$ cat config.mk
export PLATFORM = sky130hd
export DESIGN_NAME = unet_patch_scheduler_flat
export DESIGN_NICKNAME = d
export VERILOG_FILES = /design/src/rtl/unet_patch_scheduler_if.sv /design/src/rtl/unet_patch_scheduler.sv /design/src/flat_wrapper.sv
export SDC_FILE = /design/constraint.sdc
export NUM_CORES = 1
export LEC_CHECK = 0
export BUFFER_PORTS_ARGS = -buffer_cell sky130_fd_sc_hd__buf_2
export CAP_MARGIN = 15
export CORE_MARGIN = 4
export CORE_UTILIZATION = 42
export CTS_BUF_LIST = sky130_fd_sc_hd__clkbuf_4
export DETAILED_ROUTE_END_ITERATION = 10
export GPL_ROUTABILITY_DRIVEN = 0
export GPL_TIMING_DRIVEN = 0
export PLACE_DENSITY = 0.84
export SYNTH_ARGS = -nofsm -noshare
export SYNTH_HDL_FRONTEND = slang
export SYNTH_SLANG_ARGS = --single-unit
$ cat constraint.sdc
create_clock -name m01_axi_aclk -period 1.5 [get_ports m01_axi_aclk]
set_input_delay 0.225 -clock m01_axi_aclk [delete_from_list [all_inputs] [get_ports m01_axi_aclk]]
set_output_delay 0.225 -clock m01_axi_aclk [all_outputs]
set_load 0.02 [all_outputs]
$ cat src/rtl/unet_patch_scheduler_if.sv
// Signal bundle between the patch scheduler and the wrapper around it:
// the U-Net handshake, the base-address BRAM port, the AXI master
// trigger, and the status outputs read by the water-S logic.
interface unet_patch_scheduler_if #(
  parameter int PATCH_W = 1
);
  logic               U_L0_Finish;
  logic               UW_busy;
  logic [31:0]        ram_addr;
  logic               ram_en;
  logic [31:0]        ram_rd_data;
  logic [31:0]        map_ptr;
  logic               txn_start;
  logic               txn_done;
  logic               txn_error;
  logic               UW_ready;
  logic               UW_Busy_for_WS;
  logic               UW_module_Finish;
  logic [PATCH_W-1:0] patch_num;
  logic [1:0]         err_flag;

  // Scheduler side.
  modport master (
    input  U_L0_Finish, UW_busy, ram_rd_data, txn_done, txn_error,
    output ram_addr, ram_en, map_ptr, txn_start, UW_ready, UW_Busy_for_WS,
           UW_module_Finish, patch_num, err_flag
  );

  // Wrapper / environment side.
  modport slave (
    output U_L0_Finish, UW_busy, ram_rd_data, txn_done, txn_error,
    input  ram_addr, ram_en, map_ptr, txn_start, UW_ready, UW_Busy_for_WS,
           UW_module_Finish, patch_num, err_flag
  );
endinterface

$ cat src/rtl/unet_patch_scheduler.sv
// Flash write-back sequencer for U-Net output patches. Each layer-0
// completion walks that patch's mapping pointers in the base-address BRAM,
// hands each pointer to the CWBP decoder and fires one AXI master
// transaction per mapped pointer. Unmapped pointers are skipped. The last
// patch of a run raises a one-cycle module-finish pulse.
module unet_patch_scheduler #(
  parameter logic [31:0] BRAM_BASE_ADDR = 32'h4580_0000,
  parameter int          PTRS_PER_PATCH = 4,
  parameter int          PATCH_W        = 1,
  parameter logic [31:0] UNMAPPED_PTR   = 32'hFFFF_FFFF
) (
  input  logic                   m01_axi_aclk,
  input  logic                   m01_axi_aresetn,
  unet_patch_scheduler_if.master bus
);

  localparam int IDX_W = (PTRS_PER_PATCH > 1) ? $clog2(PTRS_PER_PATCH) : 1;

  typedef enum logic [2:0] {
    S_IDLE, S_RD, S_CAP, S_ISSUE, S_WAIT, S_NEXT, S_ERR
  } state_t;

  state_t             state, state_nxt;
  logic [IDX_W-1:0]   ptr_idx;
  logic [PATCH_W-1:0] patch_num;
  logic [31:0]        map_ptr;
  logic [1:0]         err_flag;
  logic [31:0]        word_idx;
  logic               last_ptr;
  logic               last_patch;

  logic [31:0]        ram_addr;
  logic               ram_en;
  logic               txn_start;
  logic               uw_ready;
  logic               uw_busy_ws;
  logic               module_finish;

  assign last_ptr   = (ptr_idx == IDX_W'(PTRS_PER_PATCH - 1));
  assign last_patch = &patch_num;
  // Word offset of the current pointer; 32-bit arithmetic wraps naturally.
  assign word_idx   = 32'(patch_num) * 32'(PTRS_PER_PATCH) + 32'(ptr_idx);

  // State register.
  always_ff @(posedge m01_axi_aclk or negedge m01_axi_aresetn) begin
    // NOTE: clocked state always uses non-blocking assignment so every
    // register samples the pre-edge values, independent of block order.
    if (!m01_axi_aresetn) state <= S_IDLE;
    else                  state <= state_nxt;
  end

  // Next-state logic.
  always_comb begin
    // NOTE: default first, so no path through the case leaves state_nxt
    // unassigned and infers a latch.
    state_nxt = state;
    unique case (state)
      S_IDLE:  if (bus.U_L0_Finish) state_nxt = S_RD;
      S_RD:    state_nxt = S_CAP;
      S_CAP:   state_nxt = (bus.ram_rd_data == UNMAPPED_PTR) ? S_NEXT : S_ISSUE;
      S_ISSUE: state_nxt = S_WAIT;
      S_WAIT:  if (bus.txn_done) state_nxt = bus.txn_error ? S_ERR : S_NEXT;
      S_NEXT:  state_nxt = last_ptr ? S_IDLE : S_RD;
      S_ERR:   state_nxt = S_ERR;
      default: state_nxt = S_IDLE;
    endcase
  end

  // Outputs decoded from the registered state and pointer/patch counters.
  always_comb begin
    ram_addr      = BRAM_BASE_ADDR + {word_idx[29:0], 2'b00};
    ram_en        = (state == S_RD);
    txn_start     = (state == S_ISSUE);
    uw_ready      = (state == S_IDLE) && !bus.UW_busy;
    uw_busy_ws    = (state != S_IDLE);
    module_finish = (state == S_NEXT) && last_ptr && last_patch;
  end

  // Pointer index, patch counter, captured pointer and sticky error bits.
  always_ff @(posedge m01_axi_aclk or negedge m01_axi_aresetn) begin
    if (!m01_axi_aresetn) begin
      ptr_idx   <= '0;
      patch_num <= '0;
      map_ptr   <= '0;
      err_flag  <= 2'b00;
    end else begin
      unique case (state)
        S_IDLE:  ptr_idx <= '0;
        S_CAP:   map_ptr <= bus.ram_rd_data;
        S_NEXT:  if (last_ptr) patch_num <= patch_num + 1'b1;
                 else          ptr_idx   <= ptr_idx + 1'b1;
        default: ;
      endcase
      if (state == S_WAIT && bus.txn_done && bus.txn_error) err_flag[0] <= 1'b1;
      // A new patch arriving while one is in flight is only flagged.
      if (state != S_IDLE && bus.U_L0_Finish)               err_flag[1] <= 1'b1;
    end
  end

  assign bus.ram_addr         = ram_addr;
  assign bus.ram_en           = ram_en;
  assign bus.map_ptr          = map_ptr;
  assign bus.txn_start        = txn_start;
  assign bus.UW_ready         = uw_ready;
  assign bus.UW_Busy_for_WS   = uw_busy_ws;
  assign bus.UW_module_Finish = module_finish;
  assign bus.patch_num        = patch_num;
  assign bus.err_flag         = err_flag;

endmodule

$ cat src/flat_wrapper.sv
// flat-port wrapper written by rule: the top's interface ports become plain ports
module unet_patch_scheduler_flat 
#(
  parameter logic [31:0] BRAM_BASE_ADDR = 32'h4580_0000,
  parameter int          PTRS_PER_PATCH = 4,
  parameter int          PATCH_W        = 1,
  parameter logic [31:0] UNMAPPED_PTR   = 32'hFFFF_FFFF
)
  (m01_axi_aclk, m01_axi_aresetn, bus_U_L0_Finish, bus_UW_busy, bus_ram_rd_data, bus_txn_done, bus_txn_error, bus_ram_addr, bus_ram_en, bus_map_ptr, bus_txn_start, bus_UW_ready, bus_UW_Busy_for_WS, bus_UW_module_Finish, bus_patch_num, bus_err_flag);
  unet_patch_scheduler_if #(.PATCH_W(PATCH_W)) bus_i ();
  input  logic m01_axi_aclk;
  input  logic m01_axi_aresetn;
  input wire logic [$bits(bus_i.U_L0_Finish)-1:0] bus_U_L0_Finish;
  input wire logic [$bits(bus_i.UW_busy)-1:0] bus_UW_busy;
  input wire logic [$bits(bus_i.ram_rd_data)-1:0] bus_ram_rd_data;
  input wire logic [$bits(bus_i.txn_done)-1:0] bus_txn_done;
  input wire logic [$bits(bus_i.txn_error)-1:0] bus_txn_error;
  output wire logic [$bits(bus_i.ram_addr)-1:0] bus_ram_addr;
  output wire logic [$bits(bus_i.ram_en)-1:0] bus_ram_en;
  output wire logic [$bits(bus_i.map_ptr)-1:0] bus_map_ptr;
  output wire logic [$bits(bus_i.txn_start)-1:0] bus_txn_start;
  output wire logic [$bits(bus_i.UW_ready)-1:0] bus_UW_ready;
  output wire logic [$bits(bus_i.UW_Busy_for_WS)-1:0] bus_UW_Busy_for_WS;
  output wire logic [$bits(bus_i.UW_module_Finish)-1:0] bus_UW_module_Finish;
  output wire logic [$bits(bus_i.patch_num)-1:0] bus_patch_num;
  output wire logic [$bits(bus_i.err_flag)-1:0] bus_err_flag;
  assign bus_i.U_L0_Finish = bus_U_L0_Finish;
  assign bus_i.UW_busy = bus_UW_busy;
  assign bus_i.ram_rd_data = bus_ram_rd_data;
  assign bus_i.txn_done = bus_txn_done;
  assign bus_i.txn_error = bus_txn_error;
  assign bus_ram_addr = bus_i.ram_addr;
  assign bus_ram_en = bus_i.ram_en;
  assign bus_map_ptr = bus_i.map_ptr;
  assign bus_txn_start = bus_i.txn_start;
  assign bus_UW_ready = bus_i.UW_ready;
  assign bus_UW_Busy_for_WS = bus_i.UW_Busy_for_WS;
  assign bus_UW_module_Finish = bus_i.UW_module_Finish;
  assign bus_patch_num = bus_i.patch_num;
  assign bus_err_flag = bus_i.err_flag;
  unet_patch_scheduler #(.BRAM_BASE_ADDR(BRAM_BASE_ADDR), .PTRS_PER_PATCH(PTRS_PER_PATCH), .PATCH_W(PATCH_W), .UNMAPPED_PTR(UNMAPPED_PTR)) u_core (.m01_axi_aclk(m01_axi_aclk), .m01_axi_aresetn(m01_axi_aresetn), .bus(bus_i));
endmodule
==> run_results.csv, run 1 <==
group,metric,value,unit
setup_path,cp.depth,4,
flow_run,max-cap-violations,0,
timing,period_needed,1.65,ns
synth,netlist_area,2070,sq um
timing,clock_skew,0.0108,ns
setup_path,path_cells,"buf_6 -> or3_4 -> nor2_4 -> buf_6",
setup_path,endpoint_kind,"output port",
die,die_h,78.1,um
place,dp_hpwl,3530,um
synth,synth.mux.area_fraction,0.227,
synth,syn_inst,163,
die,die_width,78.1,um
timing,worst_pin_slew,0.885,ns
final_layout,nets,332,
global_routing,grt_usage,0.170,
detailed_routing,routed_wl,5020,um
setup_path,reg2reg_depth,7,
setup_path,worstReg2RegStart,"u_core.state[2]$_DFFE_PN0P_",
detailed_routing,drtAntennaViolNets,0,
detailed_routing,wl_met1,1920,um
run_status,status,"finished with violations",
clocking,cts_tree,"yes",
synth,synth-seq-cells,40,
run_status,violations,"negative hold slack, negative setup slack",
setup_path,crit_required,1.27,ns
global_routing,grt-ovfl-total,0,
setup_path,r2r_slack,-0.10,ns
die,num_rows,25,
detailed_routing,top_layer,"met4",
setup_path,path_buf_inv,2,
timing,worst_hold_slack,-0.0156,ns
timing,hold_viol,19,
detailed_routing,wl_met2,2770,um
synth,yosysWarnings,0,
detailed_routing,drcViolationCount,0,
setup_path,critical_path_class,"reg2out",
detailed_routing,drt_pass1_iterations,2,
setup_path,path_max_fanout,7,
synth,synth_top_family_by_area,"multiplexers",
clocking,root_buffer,"clkbuf_4",
place,pre_cts_ws,-0.0182,ns
clocking,cts_buffer_depth,2,
global_routing,grt_pass1_wl,8100,um
synth,synthSimpleGateAreaFrac,0.0848,
final_layout,layout-drive-gt1-share,0.609,
pwr,p_total,0.00640,W
final_layout,instances_no_fill,361,
timing,finalSetupViolations,34,
detailed_routing,wl_per_cell,13.9,um
die,initial_core_util,0.434,
synth,synth-xor-area-share,0.00424,
setup_path,max_stage_delay,0.39,ns
clocking,h-tree-depth,2,
synth,syn_area_per_cell,12.7,sq um
final_layout,syn2layout_area_growth,45.1,%
pwr,peakVddDrop,0.973,mV
clocking,clock_sinks,40,
setup_path,crit_arrival,1.43,ns
die,ioPinCount,110,
place,dp.cells,337,
clocking,cts_buffers,5,
detailed_routing,vias,1574,
final_layout,fillCellCount,402,
synth,synth_cell_types,30,
die,die-area,6100,sq um
detailed_routing,drt_iter0_drc,106,
global_routing,grt_max_degree,41,
setup_path,critPathLaunchType,"flop",
setup_path,cpMostUsedCell,"buf_6",
timing,drv_slew,0,
clocking,clkLatencyLatePin,0.35,ns
final_layout,n_antenna_cell,0,
synth,synth_compound_area_frac,0.0418,
global_routing,grt_pass1_vias,1652,
die,core-area,4750,sq um
setup_path,r2r-end,"u_core.bus.map_ptr[12]$_DFFE_PN0P_",
place,port_buffers,80,
timing,fin_ws,-0.150,ns
global_routing,antenna_found_initial,0,
detailed_routing,met3WireLength,286,um
setup_path,crit_family,"simple AND/OR/NAND/NOR gates",
synth,synth_adder_area_share,0.00606,
pwr,powerDensity,2140,nW/um^2
clocking,cts.clk_slew.worst_paths,0.12,ns
detailed_routing,via_per_inst,4.36,
setup_path,cp_slowest_cell,"dfrtp_1",
timing,tns,-1.75,ns
timing,slew_headroom,0.410,
hold_path,hold_path.class,"in2async",
timing,fin_crit_sh,1.10,
timing,rsz0062_at_grt,"yes",
timing,max_freq,606,MHz
pwr,p_leak,1.57,nW
synth,ys_seq_area_frac,0.485,
[flip-flops by register name (all words and copies together), names as in the netlist]
signal	count
u_core.state	3
u_core.bus.patch_num	1
u_core.bus.map_ptr	32
u_core.bus.err_flag	2
u_core.ptr_idx	2
[per-layer routing]
| layer | track usage | vias to the layer above |
|---|---|---|
| li1 | - | 769 |
| met1 | 0.201 | 747 |
| met2 | 0.301 | 54 |
| met3 | 0.0493 | 4 |
| met4 | 0.0455 | 0 |
| met5 | 0 | - |
[layout make-up]
cell class | count | area, sq um | share of cell area
Clock inverter | 3 | 37.5 | 0.0125
Inverter | 4 | 15.0 | 0.00501
Buffer | 34 | 282 | 0.0939
Sequential cell | 40 | 1000 | 0.334
Multi-Input combinational cell | 109 | 913 | 0.305
Timing Repair Buffer | 99 | 627 | 0.209
Clock buffer | 5 | 37.5 | 0.0125
Tap cell | 67 | 83.8 | 0.0280
[how the worst max path moves through the flow]
stage / startpoint / endpoint / slack, ns
4_1_cts: u_core.state[2]$_DFFE_PN0P_ / bus_UW_ready / -0.16
5_1_grt: u_core.state[0]$_DFFE_PN0P_ / bus_UW_module_Finish / -0.25
3_5_place_dp: u_core.state[2]$_DFFE_PN0P_ / u_core.bus.map_ptr[12]$_DFFE_PN0P_ / -0.02
6_report: u_core.state[2]$_DFFE_PN0P_ / bus_UW_ready / -0.15
2_1_floorplan: u_core.state[1]$_DFFE_PN0P_ / u_core.state[1]$_DFFE_PN0P_ / 0.03
3_3_place_gp: u_core.state[2]$_DFFE_PN0P_ / u_core.bus.map_ptr[4]$_DFFE_PN0P_ / 0.006
[where the power goes]
group | internal [W] | switching [W]
logic | 0.00201 | 0.00179
clock network | 0.000341 | 0.000348
registers | 0.00160 | 0.000314
total | 0.00395 | 0.00245
[kinds of logic after synthesis]
family	Yosys count
muxes	32
and+or+nand+nor	32
other	2
xor gates and xnor gates	1
DFF	40
AOI/OAI and AO/OA	14
adders and majority gates	1
buffers and inverters	41
[through the flow]
stage,util,area [sq um]
3_5_place_dp,0.558,2650
3_3_place_gp,0.558,2650
6_report,0.630,3000
5_1_grt,0.630,3000
2_1_floorplan,-,2170
4_1_cts,0.639,3040
[synthesized netlist by cell type]
cell       instances  share of area
dfrtp_1           40           0.48
buf_4             30           0.11
mux2_4            29           0.21
nand4_1            8          0.024
nor2_1             8          0.015
buf_6              5          0.027
o21ai_0            5          0.012
a21oi_1            4         0.0097
inv_1              4         0.0073
nand2_1            4         0.0073
mux2_2             3          0.016
nor4_1             3         0.0091
and3_1             2         0.0061
conb_1             2         0.0036
a21o_1             1         0.0036
and2_4             1         0.0042
buf_2              1         0.0024
clkbuf_1           1         0.0018
ha_1               1         0.0061
nand2b_1           1         0.0030
nor2_2             1         0.0030
nor3_1             1         0.0024
nor3b_1            1         0.0036
nor4b_1            1         0.0042
o22ai_1            1         0.0030
o2bb2ai_1          1         0.0042
o32a_1             1         0.0048
o41ai_1            1         0.0042
or3_1              1         0.0030
xnor2_1            1         0.0042
[cell usage in the layout (no fill, tap or decap), drive strengths merged, types with 2 or more instances in the layout]
| cell | n |
|---|---|
| a21oi | 4 |
| clkinv | 2 |
| nor2 | 9 |
| o21ai | 5 |
| buf | 132 |
| clkbuf | 6 |
| and3 | 2 |
| nor4 | 3 |
| nand2 | 4 |
| dfrtp | 40 |
| inv | 4 |
| nand4 | 8 |
| mux2 | 32 |
| conb | 29 |
[worst register-to-register path, cell delays in order (launching register included)]
cell and delay (ns):
dfrtp_1 0.39, buf_6 0.13, buf_4 0.14, nor2_4 0.08, and2_4 0.23, buf_12 0.13
buf_12 0.11, mux2_4 0.30
[timing repair]
action                     4_1_cts  5_1_grt
setup endpoints to repair       34       39
gates resized for setup         32        8
cloned                           3        0
setup buffers                   15        3
hold buffers                     0        0
pin swaps                        5        3
No activity file was read; power rests on OpenSTA's default activity.
==> run 2: changes to the inputs <==
CORE_UTILIZATION = 45   (was 42)
PLACE_DENSITY = 0.85   (was 0.84)
RECOVER_POWER = 50   (was not set)
clock period = 1.7 ns   (was 1.5 ns; I/O delays follow)
==> run 2 against run 1 <==
Compared with the run above:
- the flow now finishes without violations
- worst setup slack improved by 0.20 ns
- total power decreased by 18%
- critical path depth decreased by 1
- non-clock buffer count decreased by 8
- die area decreased by 6.0%
- clock skew decreased by 0.0031 ns
- sequential share of layout area increased by 2.2 points
- count of clock-buffer cells in the layout increased by 1
- largest cell class unchanged
==> run_results.csv, run 2 (synthesis results as in run 1) <==
group,metric,value,unit
die,die_width,75.8,um
final_layout,syn2layout_area_growth,36.1,%
final_layout,fillCellCount,348,
global_routing,grt_pass1_wl,6870,um
detailed_routing,wl_met1,1840,um
clocking,cts.clk_slew.worst_paths,0.12,ns
setup_path,endpoint_kind,"output port",
detailed_routing,via_per_inst,4.61,
setup_path,critPathLaunchType,"flop",
setup_path,crit_required,1.44,ns
setup_path,crit_arrival,1.40,ns
final_layout,n_antenna_cell,0,
final_layout,register_area,1000,sq um
place,pre_cts_ws,0.187,ns
detailed_routing,drt_iter0_drc,114,
final_layout,final_cell_mix,"78 x buf_2, 40 x dfrtp_1, 39 x buf_4",
pwr,p_total,0.00524,W
final_layout,layout_commonest_cell,"buf_2",
timing,rsz0062_at_grt,"yes",
detailed_routing,met3WireLength,393,um
global_routing,grt_max_degree,41,
timing,hold_viol,0,
run_status,status,"complete, no violations",
final_layout,reg.largest.list,"u_core.bus.map_ptr (32), u_core.state (3)",
setup_path,critical_path_class,"reg2out",
die,core-area,4380,sq um
clocking,root_buffer,"clkbuf_4",
final_layout,multi_input_area,883,sq um
clocking,cts_buffer_depth,2,
final_layout,regMostFlops,"u_core.bus.map_ptr",
clocking,cts_tree,"yes",
flow_run,max-cap-violations,0,
timing,tns,0,ns
timing,worst_pin_slew,0.997,ns
timing,drv_slew,0,
final_layout,fin_util,0.641,
timing,slew_headroom,0.335,
pwr,p_leak,1.50,nW
timing,period_needed,1.65,ns
final_layout,largest_reg_flops,32,
clocking,clock_sinks,40,
detailed_routing,routed_wl,4450,um
die,initial_core_util,0.471,
detailed_routing,drtAntennaViolNets,0,
timing,finalSetupViolations,0,
global_routing,antenna_found_initial,0,
global_routing,grt_pass1_vias,1551,
global_routing,grt_usage,0.157,
timing,fin_ws,0.0451,ns
final_layout,nets,324,
detailed_routing,wl_met2,2160,um
clocking,cts_buffers,5,
die,num_rows,24,
clocking,clkLatencyLatePin,0.33,ns
die,die-area,5740,sq um
timing,clock_skew,0.00768,ns
detailed_routing,vias,1559,
final_layout,layout-drive-gt1-share,0.605,
place,dp_hpwl,3370,um
detailed_routing,drt_pass1_iterations,4,
hold_path,hold_path.class,"in2async",
die,die_h,75.8,um
die,ioPinCount,110,
setup_path,path_max_fanout,4,
detailed_routing,top_layer,"met4",
place,port_buffers,80,
timing,worst_hold_slack,0.0661,ns
detailed_routing,drcViolationCount,0,
global_routing,grt-ovfl-total,0,
pwr,peakVddDrop,0.837,mV
pwr,powerDensity,1860,nW/um^2
clocking,h-tree-depth,2,
detailed_routing,wl_per_cell,13.2,um
timing,max_freq,604,MHz
timing,fin_crit_sh,0.973,
-- run 2: power breakdown --
| part | switching [W] | internal (W) |
|---|---|---|
| clock | 0.000290 | 0.000324 |
| combinational | 0.00147 | 0.00147 |
| sequential | 0.000268 | 0.00141 |
-- run 2: timing repair --
item	in CTS	in global routing
pin swaps	3	2
buffers inserted	6	3
resized for setup	9	6
hold buffers	0	0
endpoints found under the setup margin	5	6
-- run 2: metrics by stage --
step / instance area, sq um / std cells
final: 2810 / 338
after global routing: 2810 / 338
after detailed placement: 2630 / 322
after floorplan: 2170 / 190
after global placement: 2630 / 322
after CTS: 2780 / 336
-- run 2: worst paths after layout --
| kind | slack [ns] | from | to | depth (start not counted) |
|---|---|---|---|---|
| hold reg to reg | 0.47 | u_core.bus.err_flag[1]$_DFFE_PN0P_ | u_core.bus.err_flag[1]$_DFFE_PN0P_ | 1 |
| setup / recovery | 0.05 | u_core.state[2]$_DFFE_PN0P_ | bus_UW_ready | 3 |
| max in group asynchronous | 1.03 | m01_axi_aresetn | u_core.bus.map_ptr[23]$_DFFE_PN0P_ | 1 |
| setup reg to reg | 0.13 | u_core.state[2]$_DFFE_PN0P_ | u_core.bus.map_ptr[18]$_DFFE_PN0P_ | 6 |
| hold / removal | 0.07 | m01_axi_aresetn | u_core.bus.map_ptr[5]$_DFFE_PN0P_ | 1 |
| min in group m01_axi_aclk | 0.14 | bus_U_L0_Finish | u_core.bus.err_flag[1]$_DFFE_PN0P_ | 2 |
-- run 2: cell type report --
class | count | share of cell area
Sequential cell | 40 | 0.356
Clock inverter | 2 | 0.0125
Timing Repair Buffer | 89 | 0.171
Inverter | 4 | 0.00534
Multi-Input combinational cell | 109 | 0.314
Tap cell | 52 | 0.0231
Buffer | 36 | 0.102
Clock buffer | 6 | 0.0160
-- run 2: layer usage --
layer / track usage / vias to the layer above
li1: - / 756
met5: 0 / -
met1: 0.192 / 722
met2: 0.264 / 74
met3: 0.0383 / 7
met4: 0.0660 / 0
-- run 2: worst max-delay path: stages (launching register included) --
cell and delay [ns]:
dfrtp_1 0.43, or3_4 0.43, nor2_4 0.09, buf_6 0.12
==> run 3: changes to the inputs <==
CTS_CLUSTER_DIAMETER = 50   (was not set)
GPL_TIMING_DRIVEN = not set   (was 0)
TNS_END_PERCENT = 10   (was not set)
==> run 3 against run 2 <==
Compared with the run above:
- cell count shrank 9.8%
- first-iteration DRC count grew 2.6%
- clock skew is essentially flat
- worst setup slack lost 0.042 ns
==> run_results.csv, run 3 (synthesis results as in run 1) <==
group,metric,value,unit
hold_path,hold_path.class,"in2reg",
global_routing,grt-ovfl-total,0,
place,dp_hpwl,3290,um
timing,fin_ws,0.00273,ns
detailed_routing,drt_iter0_drc,117,
die,initial_core_util,0.471,
timing,clock_skew,0.00815,ns
final_layout,stdcell_area,2510,sq um
setup_path,crit_end,"bus_UW_ready",
final_layout,layout-drive-gt1-share,0.490,
clocking,cts_buffer_depth,2,
detailed_routing,via_per_inst,4.91,
detailed_routing,routed_wl,4460,um
setup_path,r2r-end,"u_core.bus.map_ptr[0]$_DFFE_PN0P_",
timing,finalSetupViolations,0,
pwr,peakVddDrop,0.851,mV
die,die_width,75.8,um
place,post_dp_cell_area,2400,sq um
pwr,power_frac_seq,0.348,
place,dp.cells,289,
clocking,cts_tree,"yes",
clocking,clock_sinks,40,
timing,hold_viol,0,
global_routing,antenna_found_initial,0,
detailed_routing,drt_pass1_iterations,4,
global_routing,grt_pass1_wl,6890,um
final_layout,regMostFlops,"u_core.bus.map_ptr",
die,die-area,5740,sq um
final_layout,syn2layout_area_growth,21.6,%
detailed_routing,drcViolationCount,0,
timing,fin_crit_sh,0.998,
final_layout,n_antenna_cell,0,
timing,slew_headroom,0.611,
pwr,p_leak,1.27,nW
setup_path,critPathLaunchType,"flop",
setup_path,reg2reg_depth,5,
global_routing,grt_max_degree,25,
timing,period_needed,1.70,ns
timing,max_freq,589,MHz
final_layout,final_cell_mix,"62 x buf_2, 38 x dfrtp_1, 29 x mux2_4, 29 x conb_1, 16 x clkbuf_1",
run_status,status,"complete, no violations",
detailed_routing,vias,1498,
clocking,h-tree-depth,2,
pwr,p_int,0.00289,W
die,ioPinCount,110,
setup_path,endpoint_kind,"output port",
setup_path,crit_required,1.44,ns
setup_path,path_max_fanout,5,
clocking,cts_buffers,5,
timing,rsz0062_at_grt,"yes",
final_layout,instances_no_fill,305,
setup_path,worstReg2RegStart,"u_core.state[2]$_DFFE_PN0P_",
setup_path,crit_arrival,1.44,ns
setup_path,crit_start,"u_core.state[0]$_DFFE_PN0P_",
timing,drv_slew,0,
die,core-area,4380,sq um
global_routing,grt_usage,0.159,
flow_run,max-cap-violations,0,
place,pre_cts_ws,0.241,ns
clocking,root_buffer,"clkbuf_4",
clocking,cts.clk_slew.worst_paths,0.12,ns
setup_path,r2r_slack,0.14,ns
die,num_rows,24,
final_layout,layout_commonest_cell,"buf_2",
final_layout,reg.largest.list,"u_core.bus.map_ptr (32), u_core.state (3)",
final_layout,nets,291,
pwr,sw_frac_of_total,0.413,
detailed_routing,wl_per_cell,14.6,um
place,port_buffers,80,
pwr,power_frac_clock,0.093,
pwr,comb_power_share,0.559,
pwr,switching_power,0.00203,W
final_layout,largest_reg_flops,32,
detailed_routing,drtAntennaViolNets,0,
die,die_h,75.8,um
global_routing,grt_pass1_vias,1505,
final_layout,fin_util,0.573,
timing,worst_pin_slew,0.584,ns
setup_path,critical_path_class,"reg2out",
clocking,clkLatencyLatePin,0.34,ns
pwr,powerDensity,1960,nW/um^2
-- run 3: cell count changes in the layout (fill, tap and decap cells not counted), moves of 2 or more --
cell and delta:
buf_12 +2, clkbuf_1 +16, buf_4 -30, dfrtp_1 -2, buf_2 -16, dfrtp_2 +2, buf_6 -7
-- run 3: metal layers --
layer  GRT usage  share of wire  vias to the layer above
met5           0              0                        -
met4      0.0350         0.0034                        0
met2       0.280           0.49                       82
li1            -              -                      690
met1       0.193           0.40                      724
met3      0.0462           0.10                        2
-- run 3: what timing repair did --
action,4_1_cts,5_1_grt
resized for setup,5,4
buffers inserted,7,0
hold buffers,1,0
endpoints found under the hold margin,23,0
endpoints found under the setup margin,4,4
-- run 3: how the worst min path moves through the flow --
stage / slack, ns / cells past startpoint / to / startpoint
after floorplan: -0.04 / 0 / u_core.bus.err_flag[0]$_DFFE_PN0P_ / m01_axi_aresetn
after global placement: 0.25 / 1 / u_core.bus.map_ptr[15]$_DFFE_PN0P_ / m01_axi_aresetn
after detailed placement: 0.27 / 1 / u_core.bus.map_ptr[4]$_DFFE_PN0P_ / m01_axi_aresetn
after CTS: 0.10 / 2 / u_core.bus.err_flag[1]$_DFFE_PN0P_ / bus_U_L0_Finish
after global routing: 0.11 / 2 / u_core.bus.err_flag[1]$_DFFE_PN0P_ / bus_U_L0_Finish
final: 0.12 / 2 / u_core.bus.err_flag[1]$_DFFE_PN0P_ / bus_U_L0_Finish
-- run 3: through the flow --
| stage | total power, W | hold slack, ns | setup TNS (ns) |
|---|---|---|---|
| after floorplan | 0.00369 | -0.0406 | 0 |
| after global placement | 0.00428 | 0.247 | 0 |
| after detailed placement | 0.00436 | 0.267 | 0 |
| after CTS | 0.00497 | 0.104 | 0 |
| after global routing | 0.00524 | 0.108 | -0.112 |
| final | 0.00493 | 0.122 | 0 |
-- run 3: final cells by class --
cell class / instances / area [sq um]
Multi-Input combinational cell: 109 / 878
Fill cell: 386 / 1870
Clock inverter: 3 / 13.8
Clock buffer: 5 / 37.5
Tap cell: 52 / 65.1
Sequential cell: 40 / 1000
Inverter: 4 / 15.0
Timing Repair Buffer: 92 / 498
-- run 3: power by group through the flow --
stage	clock [W]	sequential (W)	combinational [W]
after floorplan	0	0.00220	0.00149
after global placement	0	0.00174	0.00255
after detailed placement	0	0.00174	0.00262
after CTS	0.000476	0.00170	0.00279
after global routing	0.000517	0.00178	0.00295
final	0.000459	0.00171	0.00275
-- run 3: worst max-delay path: stages, from the launching register on --
cell and delay, ns:
dfrtp_2 0.46, or3_4 0.40, nor2_2 0.09, buf_4 0.14
